### src/rtl/key_event_pkg.sv
// Shared constants and types for the key event queue: event-code width,
// code typedef and the default parameter set.
package key_event_pkg;

   localparam int CODE_W = 3;

   typedef logic [CODE_W-1:0] code_t;

   localparam int NUM_BTN_DEF      = 7;
   localparam int DB_TICKS_DEF     = 4;
   localparam int FIFO_DEPTH_DEF   = 4;
   localparam int REPEAT_TICKS_DEF = 25;

endpackage

### src/rtl/key_event_queue_if.sv
// Event handshake bundle between the key event queue (master) and its
// consumer (slave).
interface key_event_queue_if;
   import key_event_pkg::*;

   logic              ev_valid;
   code_t             ev_code;
   logic              ev_ready;
   logic [CODE_W-1:0] ev_count;

   modport master (
      output ev_valid,
      output ev_code,
      output ev_count,
      input  ev_ready
   );

   modport slave (
      input  ev_valid,
      input  ev_code,
      input  ev_count,
      output ev_ready
   );

endinterface

### src/rtl/key_debounce.sv
// One push-button channel: 2-flop synchronizer followed by a tick-sampled
// stability counter that toggles the debounced level after DB_TICKS agreeing ticks.
module key_debounce
   import key_event_pkg::*;
#(
   parameter int DB_TICKS = DB_TICKS_DEF
) (
   input  logic clk,
   input  logic rst,
   input  logic tick,
   input  logic btn,
   output logic level
);

   localparam int CNT_W = $clog2(DB_TICKS + 1);

   logic             sync_p0;
   logic             sync_p1;
   logic [CNT_W-1:0] cnt;

   // stage p0/p1: metastability guard for the asynchronous button
   always_ff @(posedge clk or posedge rst) begin
      if (rst) begin
         sync_p0 <= 1'b0;
         sync_p1 <= 1'b0;
      end else begin
         sync_p0 <= btn;
         sync_p1 <= sync_p0;
      end
   end

   // Any tick agreeing with the current level restarts the count
   always_ff @(posedge clk or posedge rst) begin
      if (rst) begin
         cnt   <= '0;
         level <= 1'b0;
      end else if (tick) begin
         if (sync_p1 != level) begin
            if (cnt == CNT_W'(DB_TICKS - 1)) begin
               level <= ~level;
               cnt   <= '0;
            end else begin
               cnt <= cnt + 1'b1;
            end
         end else begin
            cnt <= '0;
         end
      end
   end

endmodule

### src/rtl/key_event_queue.sv
// Debounced push-button event queue: press edges become pending requests that
// drain lowest-index-first into a small FIFO. Optional auto-repeat: KEY_AUTOREPEAT_EN.
module key_event_queue
   import key_event_pkg::*;
#(
   parameter int NUM_BTN      = NUM_BTN_DEF,
   parameter int DB_TICKS     = DB_TICKS_DEF,
   parameter int FIFO_DEPTH   = FIFO_DEPTH_DEF,
   parameter int REPEAT_TICKS = REPEAT_TICKS_DEF
) (
   input  logic               clk,
   input  logic               rst,
   input  logic               tick,
   input  logic [NUM_BTN-1:0] btn,
   key_event_queue_if.master  ev_if,
   output logic [NUM_BTN-1:0] btn_level,
   output logic               overflow
);

   localparam int PTR_W = $clog2(FIFO_DEPTH);

   if (FIFO_DEPTH < 2 || (FIFO_DEPTH & (FIFO_DEPTH - 1)) != 0 ||
       FIFO_DEPTH >= (1 << CODE_W) || NUM_BTN > (1 << CODE_W) ||
       REPEAT_TICKS < 1 || DB_TICKS < 1) begin : g_bad_cfg
      $error("key_event_queue: invalid parameter set");
   end

   logic [NUM_BTN-1:0] level_d;
   logic [NUM_BTN-1:0] rise;
   logic [NUM_BTN-1:0] ev_src;
   logic [NUM_BTN-1:0] pending;
   logic [NUM_BTN-1:0] clr;
   code_t              push_idx;
   logic               push;
   logic               pop;
   logic               full;

   code_t              mem [FIFO_DEPTH];
   logic [PTR_W-1:0]   wr_ptr;
   logic [PTR_W-1:0]   rd_ptr;
   logic [CODE_W-1:0]  count;

   for (genvar i = 0; i < NUM_BTN; i++) begin : g_btn
      key_debounce #(
         .DB_TICKS (DB_TICKS)
      ) u_debounce (
         .clk   (clk),
         .rst   (rst),
         .tick  (tick),
         .btn   (btn[i]),
         .level (btn_level[i])
      );
   end

   assign rise = btn_level & ~level_d;

`ifdef KEY_AUTOREPEAT_EN
   localparam int REP_W = $clog2(REPEAT_TICKS + 1);

   logic [NUM_BTN-1:0][REP_W-1:0] rep_cnt;
   logic [NUM_BTN-1:0]            rep_fire;

   always_comb begin
      rep_fire = '0;
      for (int i = 0; i < NUM_BTN; i++) begin
         rep_fire[i] = tick && btn_level[i] && (rep_cnt[i] == REP_W'(REPEAT_TICKS - 1));
      end
   end

   // Interval counts ticks spent held since the press (or the last repeat)
   always_ff @(posedge clk or posedge rst) begin
      if (rst) begin
         rep_cnt <= '0;
      end else begin
         for (int i = 0; i < NUM_BTN; i++) begin
            if (!btn_level[i]) begin
               rep_cnt[i] <= '0;
            end else if (tick) begin
               rep_cnt[i] <= rep_fire[i] ? '0 : rep_cnt[i] + 1'b1;
            end
         end
      end
   end

   assign ev_src = rise | rep_fire;
`else
   assign ev_src = rise;
`endif

   always_comb begin
      push_idx = '0;
      for (int i = NUM_BTN - 1; i >= 0; i--) begin
         if (pending[i]) push_idx = code_t'(i);
      end
   end

   // A full queue still accepts a push when the head leaves in the same clk
   assign full = (count == CODE_W'(FIFO_DEPTH));
   assign pop  = ev_if.ev_valid && ev_if.ev_ready;
   assign push = (|pending) && (!full || pop);
   assign clr  = push ? (NUM_BTN'(1) << push_idx) : '0;

   // stage p0: edge capture into pending requests
   always_ff @(posedge clk or posedge rst) begin
      if (rst) begin
         level_d  <= '0;
         pending  <= '0;
         overflow <= 1'b0;
      end else begin
         level_d <= btn_level;
         pending <= (pending & ~clr) | ev_src;
         if (|(ev_src & pending & ~clr)) overflow <= 1'b1;
      end
   end

   // stage p1: event storage
   always_ff @(posedge clk or posedge rst) begin
      if (rst) begin
         for (int i = 0; i < FIFO_DEPTH; i++) mem[i] <= '0;
         wr_ptr <= '0;
         rd_ptr <= '0;
         count  <= '0;
      end else begin
         if (push) begin
            mem[wr_ptr] <= push_idx;
            wr_ptr      <= wr_ptr + PTR_W'(1);
         end
         if (pop) rd_ptr <= rd_ptr + PTR_W'(1);
         case ({push, pop})
            2'b10:   count <= count + 1'b1;
            2'b01:   count <= count - 1'b1;
            default: count <= count;
         endcase
      end
   end

   assign ev_if.ev_valid = (count != '0);
   assign ev_if.ev_code  = mem[rd_ptr];
   assign ev_if.ev_count = count;

endmodule

### src/flat_wrapper.sv
// flat-port wrapper written by rule: the top's interface ports become plain ports
module key_event_queue_flat import key_event_pkg::*;
#(
   parameter int NUM_BTN      = NUM_BTN_DEF,
   parameter int DB_TICKS     = DB_TICKS_DEF,
   parameter int FIFO_DEPTH   = FIFO_DEPTH_DEF,
   parameter int REPEAT_TICKS = REPEAT_TICKS_DEF
)
  (clk, rst, tick, btn, btn_level, overflow, ev_if_ev_valid, ev_if_ev_code, ev_if_ev_count, ev_if_ev_ready);
  key_event_queue_if ev_if_i ();
  input  logic clk;
  input  logic rst;
  input  logic tick;
  input  logic [NUM_BTN-1:0] btn;
  output logic [NUM_BTN-1:0] btn_level;
  output logic overflow;
  output wire logic [$bits(ev_if_i.ev_valid)-1:0] ev_if_ev_valid;
  output wire logic [$bits(ev_if_i.ev_code)-1:0] ev_if_ev_code;
  output wire logic [$bits(ev_if_i.ev_count)-1:0] ev_if_ev_count;
  input wire logic [$bits(ev_if_i.ev_ready)-1:0] ev_if_ev_ready;
  assign ev_if_ev_valid = ev_if_i.ev_valid;
  assign ev_if_ev_code = ev_if_i.ev_code;
  assign ev_if_ev_count = ev_if_i.ev_count;
  assign ev_if_i.ev_ready = ev_if_ev_ready;
  key_event_queue #(.NUM_BTN(NUM_BTN), .DB_TICKS(DB_TICKS), .FIFO_DEPTH(FIFO_DEPTH), .REPEAT_TICKS(REPEAT_TICKS)) u_core (.clk(clk), .rst(rst), .tick(tick), .btn(btn), .ev_if(ev_if_i), .btn_level(btn_level), .overflow(overflow));
endmodule
### config.mk
export PLATFORM = sky130hd
export DESIGN_NAME = key_event_queue_flat
export DESIGN_NICKNAME = d
export VERILOG_FILES = /design/src/rtl/key_event_pkg.sv /design/src/rtl/key_event_queue_if.sv /design/src/rtl/key_debounce.sv /design/src/rtl/key_event_queue.sv /design/src/flat_wrapper.sv
export SDC_FILE = /design/constraint.sdc
export NUM_CORES = 1
export LEC_CHECK = 0
export ABC_AREA = 1
export CAP_MARGIN = 20
export CORE_UTILIZATION = 25
export CTS_BUF_LIST = sky130_fd_sc_hd__clkbuf_4 sky130_fd_sc_hd__clkbuf_8
export DETAILED_ROUTE_END_ITERATION = 8
export GPL_ROUTABILITY_DRIVEN = 0
export HOLD_SLACK_MARGIN = 0.05
export MAX_ROUTING_LAYER = met4
export PLACE_DENSITY_LB_ADDON = 0.05
export RECOVER_POWER = 25
export SLEW_MARGIN = 10
export SYNTH_ARGS = -nofsm -noshare
export SYNTH_HDL_FRONTEND = slang
export SYNTH_SLANG_ARGS = --single-unit
### constraint.sdc
create_clock -name clk -period 3.9 [get_ports clk]
set_input_delay 0.78 -clock clk [delete_from_list [all_inputs] [get_ports clk]]
set_output_delay 0.78 -clock clk [all_outputs]
set_load 0.01 [all_outputs]
==> run summary <==
STATUS
---------------------------------------------------------------------------------
Result of the run .................................................. finished, violations left
Failing checks ..................................................... max-capacitance violations, max-slew violations

STA
---------------------------------------------------------------------------------
RSZ-0062 raised after global routing ...............................           no
Hold Vio Cnt, Final ................................................            0
Final-report setup violation count .................................            0
Peak Freq ..........................................................      388 MHz
Clock tree skew after final layout .................................   0.00880 ns
Slew Viols, Final ..................................................           41
Worst slew margin ..................................................       -20.8%
Final clock period utilization by the worst path ...................        66.1%
Time the final worst path needs with I/O delays and setup ..........      2.58 ns
Final worst setup slack ............................................      1.32 ns
Worst-Margin Slew ..................................................      1.80 ns
Final sum of negative setup slack ..................................         0 ns

ROUTE
---------------------------------------------------------------------------------
Violation count after the first detailed-routing iteration .........           55
Count of unresolved DRC violations after routing ...................            0
WL per Instance ....................................................      11.3 µm
First-pass DRT Iterations ..........................................            4
Via count ..........................................................         2226
Final antenna-violating net count ..................................            0
Routed vias/inst ...................................................         3.98
Total routed wirelength ............................................      6320 µm

CRITICAL PATH
---------------------------------------------------------------------------------
Critical path endpoint category ....................................   output pin
Max incr delay on CP ...............................................      0.55 ns
Worst Path Max Fanout ..............................................            9
Chain of cells forming the critical path ........................... inv_1, o21ai_0, o22ai_1, clkdlybuf4s50_1
Beginning of the critical path ..................................... u_core.rd_ptr[0]
Reg-to-reg critical path startpoint ................................ u_core.pending[5]
Data required time of the critical path ............................      3.12 ns
Category of the worst setup path launch point ......................         flop
Cell at the slowest stage of the critical path ..................... sky130_fd_sc_hd__clkdlybuf4s50_1
Worst Path Class, Setup ............................................   reg -> out
Worst endpoint data arrival time ...................................      1.80 ns

CELLS AND AREA
---------------------------------------------------------------------------------
Register area ......................................................  0.00190 mm²
Final instance count without filler cells ..........................          560
Layout overhead on the synthesized area ............................        18.3%
Area of combinational cells with multiple inputs ...................  0.00120 mm²
Final-stage net count ..............................................          404
Share of cells above drive strength 1 ..............................        11.2%
Filler Cell Count ..................................................         1414
Ant. Diodes ........................................................            0

JOB
---------------------------------------------------------------------------------
Number of violations of the max-capacitance limit ..................            1

POWER
---------------------------------------------------------------------------------
Largest voltage drop on the vdd net ................................   0.000296 V
Power, Total .......................................................      2.97 mW
Leakage ............................................................      1.94 nW
Power per standard cell area .......................................   736 mW/mm²

CLOCK TREE
---------------------------------------------------------------------------------
CTS resizes ........................................................            0
Post-CTS repair timing setup buffer count ..........................            0
Sinks on Clock Net .................................................           76
Clock Tree Root .................................................... sky130_fd_sc_hd__clkbuf_8
Clock tree from TritonCTS ..........................................        built
Clock Latency Late Sink ............................................      0.35 ns
Total CTS buffers ..................................................            9
Longest Clk Path Bufs ..............................................            2
Clock-pin transition on the worst setup and hold timing paths ......      0.07 ns
H-Tree Level Count .................................................            3
Count of hold buffers inserted by post-cts repair ..................            0

SYNTHESIS
---------------------------------------------------------------------------------
Compound-cell area share of the yosys netlist ......................        9.62%
Fraction of synthesis flops using an asynchronous set or reset pin .         100%
Primary FF master, synth ........................................... sky130_fd_sc_hd__dfrtp_1
Count of flip-flops with a built-in enable after synthesis .........            0
Synthesis-stage register bit count .................................           76
Synth warn .........................................................            0
Count of mapped cells out of synthesis .............................          352
Adder-Cell Fraction of Synth Area ..................................        4.99%
Synthesized area per cell ..........................................     9.68 µm²
Xor/xnor share of the synthesized area .............................        4.37%
Post-synthesis net count ...........................................          376
Number of distinct library cells after synthesis ...................           29
Sequential fraction of the synthesis area ..........................        55.8%
Area share of and/or/nand/nor cells after synthesis ................        16.0%
Combinational family with the most area after synthesis ............ simple AND/OR/NAND/NOR gates
Multiplexer share of the synthesized area ..........................       0.294%
Synth Cell Area ....................................................  0.00341 mm²

PLACEMENT
---------------------------------------------------------------------------------
Quantity of I/O buffers inserted on ports ..........................           25
DP Worst Slack .....................................................      1.15 ns
Detail Placement HPWL ..............................................      4500 µm
Cell Count Post-Placement ..........................................          545

FLOORPLANNING
---------------------------------------------------------------------------------
Standard cell core area ............................................   0.0132 mm²
Top-level port count ...............................................           26
Die area ...........................................................   0.0141 mm²
Standard-cell row count ............................................           42
Die extent in y ....................................................       119 µm
Die X ..............................................................       119 µm
Initial standard-cell utilization of the core ......................        25.7%

GLOBAL ROUTE
---------------------------------------------------------------------------------
Via count of the first global-routing pass .........................         2298
Number of antenna violations at the first check in global routing ..            0
Global-route wire length before repair .............................     11000 µm
Largest net degree at the start of global routing ..................           41
Total global routing track utilization .............................        10.5%
Overflow after GRT .................................................            0

MIN PATH
---------------------------------------------------------------------------------
Min-Delay Startpoint ............................................... u_core.g_btn[0].u_debounce.sync_p0
Class of the tightest hold or removal check ........................   reg -> reg

layer usage:
metal / vias to the layer above / wire length, µm / track usage, %
met3: 2 / 248 / 4.44
met4: 0 / 42 / 4.03
met2: 29 / 3060 / 16.1
met1: 1042 / 2960 / 12.2
met5: - / 0 / -
li1: 1153 / - / -
cell families (layout without fill, tap and decap cells):
logic type,count (synthesis),in the layout
flops,76,76
mux,1,1
compound gates,56,56
fa+ha+maj,13,13
buf+inv,73,105
simple gates,116,116
xor+xnor,17,17
area by class of cell:
class,count,share of cell area [%]
inverters,61,5.71
clock buffers,13,3.97
repair buffers,29,6.95
well taps,176,5.46
flip-flops and latches,76,47.2
multi-input cells,203,29.8
clock inverters,2,0.869
registers in the layout, summed over array words and instances (netlist names):
name	count
u_core.pending	7
u_core.overflow	1
u_core.g_btn.u_debounce.sync_p0	7
u_core.rd_ptr	2
u_core.ev_if.ev_count	3
u_core.g_btn.u_debounce.level	7
u_core.wr_ptr	2
u_core.g_btn.u_debounce.cnt	21
u_core.g_btn.u_debounce.sync_p1	7
u_core.mem	12
u_core.level_d	7
critical path: cells and delay by family (launching register included):
kind            cells  cell delay [ns]
compound gates      2             0.23
buf+inv             2             0.75
flops               1             0.48
through the flow:
stage	hold slack, ns	cell area [µm²]	utilization, %
after floorplan	0.331	3410	-
after global placement	0.332	3830	29.0
after detailed placement	0.337	3830	29.0
after CTS	0.355	4030	30.4
after global routing	0.357	4030	30.4
final	0.350	4030	30.4
path summary, 6_finish.rpt:
kind	to	slack (ns)	cells after the start
worst max register to register	u_core.ev_if.ev_count[2]	1.86	9
min in group asynchronous	u_core.g_btn[4].u_debounce.sync_p0	1.33	2
worst max-delay path	ev_if_ev_code[0]	1.32	4
worst min register to register	u_core.g_btn[0].u_debounce.sync_p1	0.35	0
max in group asynchronous	u_core.ev_if.ev_count[1]	1.57	3
worst min-delay path	u_core.g_btn[0].u_debounce.sync_p1	0.35	0
Yosys cell counts, types with 4 or more instances:
master / count / area (µm²)
sky130_fd_sc_hd__dfrtp_1: 76 / 1900
sky130_fd_sc_hd__nand2_1: 64 / 240
sky130_fd_sc_hd__inv_1: 57 / 214
sky130_fd_sc_hd__nor2_1: 23 / 86.3
sky130_fd_sc_hd__o22ai_1: 16 / 100
sky130_fd_sc_hd__o21ai_0: 15 / 75.1
sky130_fd_sc_hd__xor2_1: 15 / 131
sky130_fd_sc_hd__o21ai_1: 13 / 65.1
sky130_fd_sc_hd__ha_1: 12 / 150
sky130_fd_sc_hd__nand3_1: 9 / 45.0
sky130_fd_sc_hd__buf_4: 7 / 52.6
sky130_fd_sc_hd__a21boi_0: 5 / 37.5
sky130_fd_sc_hd__a21oi_1: 5 / 25.0
sky130_fd_sc_hd__nand2_2: 5 / 31.3
sky130_fd_sc_hd__inv_2: 4 / 15.0
sky130_fd_sc_hd__nand3_2: 4 / 40.0
cell usage in the layout (no fill, tap or decap), types with 2 or more instances in the layout:
master / netlist / layout
sky130_fd_sc_hd__a21boi_0: 5 / 5
sky130_fd_sc_hd__a21oi_1: 5 / 5
sky130_fd_sc_hd__buf_4: 7 / 4
sky130_fd_sc_hd__clkbuf_4: 0 / 3
sky130_fd_sc_hd__clkbuf_8: 0 / 10
sky130_fd_sc_hd__clkdlybuf4s50_1: 0 / 16
sky130_fd_sc_hd__dfrtp_1: 76 / 76
sky130_fd_sc_hd__dlygate4sd3_1: 0 / 9
sky130_fd_sc_hd__ha_1: 12 / 12
sky130_fd_sc_hd__inv_1: 57 / 56
sky130_fd_sc_hd__inv_2: 4 / 4
sky130_fd_sc_hd__nand2_1: 64 / 64
sky130_fd_sc_hd__nand2_2: 5 / 5
sky130_fd_sc_hd__nand2_4: 2 / 2
sky130_fd_sc_hd__nand3_1: 9 / 9
sky130_fd_sc_hd__nand3_2: 4 / 4
sky130_fd_sc_hd__nor2_1: 23 / 23
sky130_fd_sc_hd__nor2_2: 2 / 2
sky130_fd_sc_hd__nor2_4: 3 / 3
sky130_fd_sc_hd__nor3_1: 2 / 2
sky130_fd_sc_hd__o21ai_0: 15 / 15
sky130_fd_sc_hd__o21ai_1: 13 / 13
sky130_fd_sc_hd__o22ai_1: 16 / 16
sky130_fd_sc_hd__xnor2_1: 2 / 2
sky130_fd_sc_hd__xor2_1: 15 / 15
power by group:
part	internal (mW)	switching, mW	leakage [nW]	total, mW
Combinational	0.485	0.614	0.900	1.10
Sequential	1.04	0.220	0.936	1.26
Clock	0.331	0.274	0.104	0.605
Note: power is estimated with default switching activity, not from simulation.
